**src/rtl/radio_module.sv**
```systemverilog
// Radio front-end: generates the radio/MCU clocks, double-registers the
// 2-bit I/Q samples of both radios and serialises each 8-bit frame MSB
// first onto DATA_OUT, with a SYNC strobe on the first bit of every frame
// and a frame-counter heartbeat on MISC.
module radio_module #(
  parameter int CLK3_DIV = 2,
  parameter int HB_LOG2  = 4
) (
  input  logic       SYS_CLK,
  input  logic       RST_N,
  input  logic [1:0] R0_I,
  input  logic [1:0] R0_Q,
  input  logic [1:0] R1_I,
  input  logic [1:0] R1_Q,
  output logic       DATA_OUT,
  output logic       SYNC,
  output logic       MISC,
  output logic       CLK_OUT1,
  output logic       CLK_OUT2,
  output logic       CLK_OUT3
);

  // Half period of CLK_OUT3 in SYS_CLK cycles, and its counter width.
  localparam int HALF3 = CLK3_DIV / 2;
  localparam int C3W   = (HALF3 > 1) ? $clog2(HALF3) : 1;
  localparam logic [C3W-1:0] C3_LAST = C3W'(HALF3 - 1);

  logic [2:0]         bit_cnt;
  logic               frame_end;
  logic [7:0]         in_q1;
  logic [7:0]         in_q2;
  logic [7:0]         shreg;
  logic [HB_LOG2-1:0] frame_cnt;
  logic [C3W-1:0]     div3_cnt;
  logic               clk3;
  logic               radio_clk;

  // RST_N release is expected to be aligned to SYS_CLK by the board
  // reset logic, so it drives the async clears directly.

  // Last bit slot of the frame: reload point for the shifter.
  assign frame_end = (bit_cnt == 3'd7);

  // Free-running bit slot counter, wraps 7 -> 0.
  always_ff @(posedge SYS_CLK or negedge RST_N) begin
    if (!RST_N) bit_cnt <= '0;
    else        bit_cnt <= bit_cnt + 3'd1;
  end

  // Two-flop capture of the radio samples, packed in frame bit order.
  always_ff @(posedge SYS_CLK or negedge RST_N) begin
    if (!RST_N) begin
      in_q1 <= '0;
      in_q2 <= '0;
    end else begin
      in_q1 <= {R0_I, R0_Q, R1_I, R1_Q};
      in_q2 <= in_q1;
    end
  end

  // Frame shifter: load at the frame boundary, otherwise shift out MSB first.
  always_ff @(posedge SYS_CLK or negedge RST_N) begin
    if (!RST_N)         shreg <= '0;
    else if (frame_end) shreg <= in_q2;
    else                shreg <= {shreg[6:0], 1'b0};
  end

  // SYNC marks the cycle in which DATA_OUT carries the frame MSB.
  always_ff @(posedge SYS_CLK or negedge RST_N) begin
    if (!RST_N) SYNC <= 1'b0;
    else        SYNC <= frame_end;
  end

  // Radio clock tracks the post-edge bit_cnt[2]: it rises on the 3->4 edge,
  // so the radios update well before the capture at bit_cnt==7.
  always_ff @(posedge SYS_CLK or negedge RST_N) begin
    if (!RST_N) radio_clk <= 1'b0;
    else        radio_clk <= bit_cnt[1] & bit_cnt[0] ? ~bit_cnt[2] : bit_cnt[2];
  end

  // Frame counter for the heartbeat; wraps freely.
  always_ff @(posedge SYS_CLK or negedge RST_N) begin
    if (!RST_N)         frame_cnt <= '0;
    else if (frame_end) frame_cnt <= frame_cnt + 1'b1;
  end

  // Heartbeat register: follows the frame counter MSB after each increment.
  always_ff @(posedge SYS_CLK or negedge RST_N) begin
    if (!RST_N)         MISC <= 1'b0;
    else if (frame_end) MISC <= frame_cnt_next_msb(frame_cnt);
  end

  // MCU clock divider: toggle each time the half-period counter wraps.
  always_ff @(posedge SYS_CLK or negedge RST_N) begin
    if (!RST_N) begin
      div3_cnt <= '0;
      clk3     <= 1'b0;
    end else if (div3_cnt == C3_LAST) begin
      div3_cnt <= '0;
      clk3     <= ~clk3;
    end else begin
      div3_cnt <= div3_cnt + 1'b1;
    end
  end

  // MSB of the frame counter after it increments.
  function automatic logic frame_cnt_next_msb(input logic [HB_LOG2-1:0] cnt);
    logic [HB_LOG2-1:0] nxt;
    nxt = cnt + 1'b1;
    return nxt[HB_LOG2-1];
  endfunction

  assign DATA_OUT = shreg[7];
  assign CLK_OUT1 = radio_clk;
  assign CLK_OUT2 = radio_clk;
  assign CLK_OUT3 = clk3;

endmodule

```
**config.mk**
```make
export PLATFORM = sky130hd
export DESIGN_NAME = radio_module
export DESIGN_NICKNAME = d
export VERILOG_FILES = /design/src/rtl/radio_module.sv
export SDC_FILE = /design/constraint.sdc
export NUM_CORES = 1
export LEC_CHECK = 0
export ABC_AREA = 1
export ABC_CLOCK_PERIOD_IN_PS = 1400
export BUFFER_PORTS_ARGS = -buffer_cell sky130_fd_sc_hd__buf_2
export CAP_MARGIN = 40
export CORE_ASPECT_RATIO = 0.7
export CORE_MARGIN = 2
export CORE_UTILIZATION = 47
export DETAILED_ROUTE_END_ITERATION = 16
export PLACE_DENSITY_LB_ADDON = 0.3
export SLEW_MARGIN = 15
export SYNTH_ARGS = -nofsm -noshare
export SYNTH_HDL_FRONTEND = slang
export SYNTH_SLANG_ARGS = --single-unit
export TNS_END_PERCENT = 100
```
**constraint.sdc**
```tcl
create_clock -name SYS_CLK -period 1.4 [get_ports SYS_CLK]
set_clock_uncertainty 0.1 [all_clocks]
set_input_delay 0.28 -clock SYS_CLK [delete_from_list [all_inputs] [get_ports SYS_CLK]]
set_output_delay 0.28 -clock SYS_CLK [all_outputs]
set_load 0.005 [all_outputs]
```
* Yosys cells after proc, flatten, opt, wreduce, memory -nomap -nowiden *
Index checks and enable logic that the tools add are counted.
Widths: inputs -> output; s select.

cells by class
  $add $sub $neg = 3
  eq/ne operators = 1
  mux-type cells = 3
  bitwise logic cells = 3

operators with widths
  operator             number
  $mux 8               1
  $add 4x1->4 const B  1
  $add 3x1->3 const B  1
  $eq 3x3->1 const B   1
  $mux 1               2
  $not 1->1            2
  $add 1x1->1 const B  1
  $and 1x1->1          1

word-level totals
  register bits after elaboration = 36
  bits of input ports = 10
  output and inout bits = 6
  word-level logic and storage cells = 20

* Logic depth before layout (Yosys ltp) *
Gate-level depths: netlist of the first run.

  depth in word-level cells = 2
  depth in mapped cells = 6
  gate-level depth less buffers = 6

* Least setup slack after synthesis of the first run *
No wires, ideal clock.

  path type = flip-flop to flip-flop
  start = register bit_cnt[0]
  end = register frame_cnt[2]
  library setup time = 0.118 ns
  data arrival time = 1.079 ns
  required time = 1.182 ns
  path slack = 0.103 ns
  stages on the path, launching flop included = 6
  buffers on the path = 0
  period minus slack after synthesis = 1.297 ns
  cell sequence = dfrtp_1 -> ha_1 -> ha_1 -> nand2_1 -> xor2_1 -> inv_1

on the way
  longest elaborated chain between the ends = 1

ends and longest elaborated chain
  element                   line  source
  start: declaration        28    logic [2:0] bit_cnt;
  start signal: assignment  47    else bit_cnt <= bit_cnt + 3'd1;
  $eq 3x3->1                42    assign frame_end = (bit_cnt == 3'd7);
  end signal: assignment    84    else if (frame_end) frame_cnt <= frame_cnt + 1'b1;
  end: declaration          33    logic [HB_LOG2-1:0] frame_cnt;

Every way passes these cells.
A chain may end at the register's enable or synchronous reset.

* Worst setup path in the final report of the first run *
Ends and elaborated chain as after synthesis.

==> results of run 1 <==
-- cell families after synthesis --
kind of cell,count (synthesis),share of synthesized area [%]
AOI/OAI and AO/OA,9,4.24
xor gates and xnor gates,2,1.65
adders and majority gates,4,4.72
buffers and inverters,15,6.01
DFF,33,77.8
and+or+nand+nor,15,5.54
-- repair_timing --
action	CTS	global route
setup endpoints to repair	3	0
hold buffers	9	0
endpoints found under the hold margin	26	0
gates resized for setup	2	0
-- metrics by stage --
step | cell area, um2 | hold WS (ns) | utilization, %
finish | 1330 | 0.253 | 62.1
global route | 1330 | 0.263 | 62.1
CTS | 1330 | 0.255 | 62.1
detailed placement | 1180 | 0.139 | 55.0
global placement | 1180 | 0.131 | 55.0
floorplan | 1060 | -0.116 | -
-- final timing paths --
check                                start  cells after the start           end
worst max-delay path            bit_cnt[0]                      5  frame_cnt[2]
worst min-delay path              in_q1[0]                      0      in_q2[0]
worst max register to register  bit_cnt[0]                      5  frame_cnt[2]
worst min register to register    in_q1[0]                      0      in_q2[0]
max in group asynchronous            RST_N                      3    bit_cnt[2]
min in group asynchronous            RST_N                      2      in_q2[4]
-- synth_stat cells, drive strengths merged --
master / count / area (um2)
nand2: 14 / 55.1
buf: 2 / 15.0
dfrtp: 33 / 826
nor2: 1 / 3.75
o21ai: 9 / 45.0
ha: 4 / 50.1
xor2: 2 / 17.5
inv: 13 / 48.8
-- cell type report --
type                            count  area [um2]  area share [%]
Sequential cell                    33         826            62.3
Timing Repair Buffer               26         180            13.6
Multi-Input combinational cell     30         176            13.3
Clock buffer                        7        55.1            4.15
Inverter                           13        48.8            3.68
Tap cell                           32        40.0            3.02
-- flip-flops by register name, summed over array words and instances (netlist names) --
name	cells
SYNC	1
shreg	8
bit_cnt	3
in_q2	8
in_q1	8
frame_cnt	4
CLK_OUT3	1
-- where the power goes --
| part | switching, W | internal, W | total [W] |
|---|---|---|---|
| logic | 0.0000283 | 0.0000324 | 0.0000607 |
| clock network | 0.000267 | 0.000237 | 0.000504 |
| registers | 0.00000836 | 0.000985 | 0.000994 |
-- layer usage --
metal / global-route usage (%) / part of all wire [%] / vias to the layer above
met5: 0 / 0 / -
met4: 10.4 / 3.2 / 0
met3: 6.27 / 5.2 / 5
met2: 18.9 / 45 / 14
met1: 18.1 / 46 / 264
li1: - / - / 295
==> results by group, run 1 <==
Finish
  – Diode count: 0
  – Fillers: 180
  – Final non-filler cell total: 141
  – Fin nets: 123
  – Synth-to-Final Area Change: 25.0%
  – Most frequent cells in the layout: 33 x dfrtp_1, 15 x buf_2, 13 x inv_1, 13 x nand2_1, 9 x dlygate4sd3_1
  – Commonest non-fill, non-tap cell in the layout: dfrtp_1
  – Share of layout cells above drive strength 1: 23.9%

Min path
  – Class of the worst hold path: reg -> reg

Timing
  – Unrepaired setup endpoints after global routing: false
  – Fin. max-slew vios: 0
  – Number of setup violations in the final report: 0
  – Final WS setup: 0.0808 ns
  – Worst Max-Slew Pin Slew: 0.407 ns
  – Final critical-path required period: 1.32 ns
  – Crit share post-route: 94.2%
  – Relative slew slack: 72.9%
  – Fin. Hold Viols: 0
  – Peak Freq: 758 MHz
  – Final setup TNS: 0 ns

Synth
  – Sequential fraction of the synthesis area: 77.8%
  – Avg Cell Area, Syn: 13.6 um2
  – #FFs+latches synth: 33
  – Synthesized area: 0.00106 mm2
  – Synth unique cells: 10
  – Post-Synthesis Cells: 78
  – Synth warn: 0
  – Syn Nets: 92

Clock network
  – # clock sinks: 33
  – Root Buffer: clkbuf_4
  – Clk_lat worst skew: 0.31 ns
  – H-tree depth: 2
  – Max Root-Sink Buffers: 2
  – Worst-path clk slew: 0.09 ns
  – CTS Buf Count: 5
  – CTS tree: yes
  – Number of setup buffers added after CTS: 0

Die
  – DIE AREA: 0.00266 mm2
  – Die height: 43.8 um
  – Core Rows: 14
  – IO Count: 16
  – Initial core utilization: 49.6%
  – Width of the die: 60.8 um
  – Core area: 0.00214 mm2

Setup path
  – Crit Path Category: reg -> reg
  – CP startpoint kind: flop
  – Worst path bufs/invs: 1
  – CP Cell Sequence: ha_1 -> ha_2 -> nand2_1 -> xor2_1 -> inv_1
  – Crit path max fanout: 6
  – CP top delay family: adder cells
  – Crit path required time: 1.51 ns
  – CP max stage cell: dfrtp_1
  – Worst R2R Setup Slack: 0.08 ns
  – Crit. End Element: flop
  – Crit path arrival time: 1.43 ns
  – Slowest cell delay on critical path: 0.40 ns

Pwr
  – Peak supply drop: 0.727 mV
  – Leakage power: 0.681 nW
  – Tot Pwr: 0.00156 W
  – Power per cell area: 1170 mW/mm2

Global routing
  – Total gr overflow: 0
  – Antenna violations before repair: 0
  – GRT Resource Usage Total: 14.1%
  – Largest net degree at the start of global routing: 21
  – Vias in the first global route: 575
  – First-pass GRT wire length: 2440 um

Placed design
  – Routability cong.: 0.695
  – Port bufs: 15
  – DP Worst Slack: -0.0192 ns
  – Placed insts: 125
  – Post-DP HPWL: 910 um

Detailed routing
  – First DRT Iteration DRCs: 6
  – Final wirelength: 1380 um
  – WL per Instance: 9.81 um
  – Drt first pass iters: 3
  – Vias: 578
  – Vias per inst: 4.10
  – Remaining DRCs: 0
  – Antenna Violating Nets Remaining: 0

Run status
  – Status: completed

Job
  – Max-cap violations: 0
No activity file was read; power rests on OpenSTA's default activity.
==> run 2: changes to the inputs <==
--- a/config.mk
+++ b/config.mk
@@ -6,15 +6,16 @@
 export NUM_CORES = 1
 export LEC_CHECK = 0
 export ABC_AREA = 1
-export ABC_CLOCK_PERIOD_IN_PS = 1400
+export ABC_CLOCK_PERIOD_IN_PS = 1330
 export BUFFER_PORTS_ARGS = -buffer_cell sky130_fd_sc_hd__buf_2
 export CAP_MARGIN = 40
 export CORE_ASPECT_RATIO = 0.7
 export CORE_MARGIN = 2
-export CORE_UTILIZATION = 47
+export CORE_UTILIZATION = 53
 export DETAILED_ROUTE_END_ITERATION = 16
 export PLACE_DENSITY_LB_ADDON = 0.3
-export SLEW_MARGIN = 15
+export SETUP_SLACK_MARGIN = 0.15
+export SLEW_MARGIN = 20
 export SYNTH_ARGS = -nofsm -noshare
 export SYNTH_HDL_FRONTEND = slang
 export SYNTH_SLANG_ARGS = --single-unit
==> constraint.sdc (replaced) <==
create_clock -name SYS_CLK -period 1.33 [get_ports SYS_CLK]
set_clock_uncertainty 0.1 [all_clocks]
set_input_delay 0.266 -clock SYS_CLK [delete_from_list [all_inputs] [get_ports SYS_CLK]]
set_output_delay 0.266 -clock SYS_CLK [all_outputs]
set_load 0.005 [all_outputs]
==> results by group, run 2 (synthesis gave the netlist of run 1 again) <==
Pwr
  – Int Power: 0.00128 W
  – Sw power: 0.000325 W
  – Power per cell area: 1180 mW/mm2
  – Leakage power: 0.690 nW
  – Combinational share of power: 3.8%
  – Switching share of total power: 20.3%
  – Clock share of power: 31.0%
  – Sequential power share: 65.1%
  – Peak supply drop: 0.932 mV

Die
  – Core area: 0.00187 mm2
  – DIE AREA: 0.00238 mm2
  – Width of the die: 57.5 um
  – Core Rows: 13
  – Initial core utilization: 56.7%
  – Die height: 41.4 um
  – IO Count: 16

Setup path
  – Launching point of the worst reg2reg path: bit_cnt[0]
  – CP startpoint kind: flop
  – Crit path max fanout: 6
  – Crit path required time: 1.44 ns
  – Crit Path Category: reg -> reg
  – Reg2reg end: frame_cnt[2]
  – Crit. End Element: flop
  – Worst R2R Setup Slack: 0.10 ns
  – Crit path arrival time: 1.34 ns
  – Worst R2R Path Depth: 5

Timing
  – Number of setup violations in the final report: 0
  – Final critical-path required period: 1.23 ns
  – Fin. Hold Viols: 0
  – Final setup TNS: 0 ns
  – Unrepaired setup endpoints after global routing: true
  – Fin. max-slew vios: 0
  – Relative slew slack: 73.8%
  – Worst Max-Slew Pin Slew: 0.393 ns
  – Crit share post-route: 92.3%
  – Peak Freq: 814 MHz
  – Final WS setup: 0.102 ns

Finish
  – Synth-to-Final Area Change: 28.4%
  – Largest registers: in_q1 (8), in_q2 (8), shreg (8)
  – Final non-filler cell total: 134
  – Commonest non-fill, non-tap cell in the layout: dfrtp_1
  – Share of layout cells above drive strength 1: 27.7%
  – Fillers: 132
  – Fin nets: 125
  – Diode count: 0
  – Most frequent cells in the layout: 32 x dfrtp_1, 15 x buf_2, 13 x inv_1, 12 x nand2_1, 9 x dlygate4sd3_1

Global routing
  – Largest net degree at the start of global routing: 34
  – Antenna violations before repair: 0
  – First-pass GRT wire length: 2500 um
  – Vias in the first global route: 632
  – GRT Resource Usage Total: 14.7%
  – Total gr overflow: 0

Clock network
  – Clk_lat worst skew: 0.31 ns
  – Root Buffer: clkbuf_4
  – Max Root-Sink Buffers: 2
  – CTS tree: yes
  – # clock sinks: 33
  – CTS Buf Count: 5
  – H-tree depth: 2
  – Worst-path clk slew: 0.09 ns

Placed design
  – Port bufs: 15
  – DP Worst Slack: 0.115 ns
  – Placed insts: 114
  – Post-DP HPWL: 858 um
  – Routability cong.: 0.695

Min path
  – Class of the worst hold path: reg -> reg
  – Worst Hold End: in_q2[3]
  – WHS Path Cells: 0
  – Hold Path Origin: in_q1[3]

Detailed routing
  – Vias: 598
  – Vias per inst: 4.46
  – Antenna Violating Nets Remaining: 0
  – Final wirelength: 1390 um
  – First DRT Iteration DRCs: 8
  – Remaining DRCs: 0
  – WL per Instance: 10.4 um
  – Drt first pass iters: 3

Job
  – Max-cap violations: 0

Run status
  – Status: completed
[run 2: power groups by stage]
stage / clock network, W / logic (W) / registers (W)
final: 0.000498 / 0.0000613 / 0.00105
after global routing: 0.000576 / 0.0000707 / 0.00105
after CTS: 0.000522 / 0.0000633 / 0.00105
after detailed placement: 0 / 0.0000432 / 0.00107
after global placement: 0 / 0.0000406 / 0.00106
after floorplan: 0 / 0.00000605 / 0.00106
[run 2: worst max-delay path by stage]
stage,slack [ns],end,from
2_1_floorplan,0.15,frame_cnt[2],bit_cnt[0]
3_3_place_gp,0.14,frame_cnt[2],bit_cnt[0]
3_5_place_dp,0.12,frame_cnt[2],bit_cnt[0]
4_1_cts,0.09,CLK_OUT1,bit_cnt[2]
5_1_grt,0.06,CLK_OUT1,bit_cnt[2]
6_report,0.10,frame_cnt[2],bit_cnt[0]
[run 2: layout make-up]
| cell class | instances | area [um2] | area share (%) |
|---|---|---|---|
| clock buffer | 8 | 48.8 | 3.58 |
| inverter | 13 | 48.8 | 3.58 |
| multi-input combinational | 30 | 215 | 15.8 |
| sequential | 33 | 827 | 60.7 |
| tap | 22 | 27.5 | 2.02 |
| timing repair buffer | 28 | 195 | 14.3 |
[run 2: worst max-delay path, stage by stage (launching register included)]
cell,delay [ns]
dfrtp_1,0.41
ha_4,0.19
ha_4,0.18
nand2_2,0.07
xor2_1,0.13
inv_1,0.05
[run 2: what timing repair did]
action / CTS / global route
hold buffers: 9 / 0
endpoints found under the hold margin: 41 / 0
endpoints found under the setup margin: 8 / 15
pin swaps: 2 / 1
resized for setup: 1 / 2
buffers inserted: 3 / 0
[run 2: metrics by stage]
| stage | power, W | util [%] | cell area (um2) | hold slack [ns] |
|---|---|---|---|---|
| after detailed placement | 0.00111 | 63.9 | 1200 | 0.205 |
| after CTS | 0.00163 | 72.6 | 1360 | 0.256 |
| final | 0.00161 | 72.8 | 1360 | 0.254 |
| after floorplan | 0.00107 | - | 1100 | -0.130 |
| after global routing | 0.00170 | 72.8 | 1360 | 0.263 |
| after global placement | 0.00111 | 63.9 | 1200 | 0.196 |
[run 2: per-layer routing]
layer / global-route usage, % / part of all wire, %
met5: 0 / 0
met4: 8.37 / 1.8
met3: 6.54 / 5.0
met2: 22.7 / 51
met1: 17.1 / 42
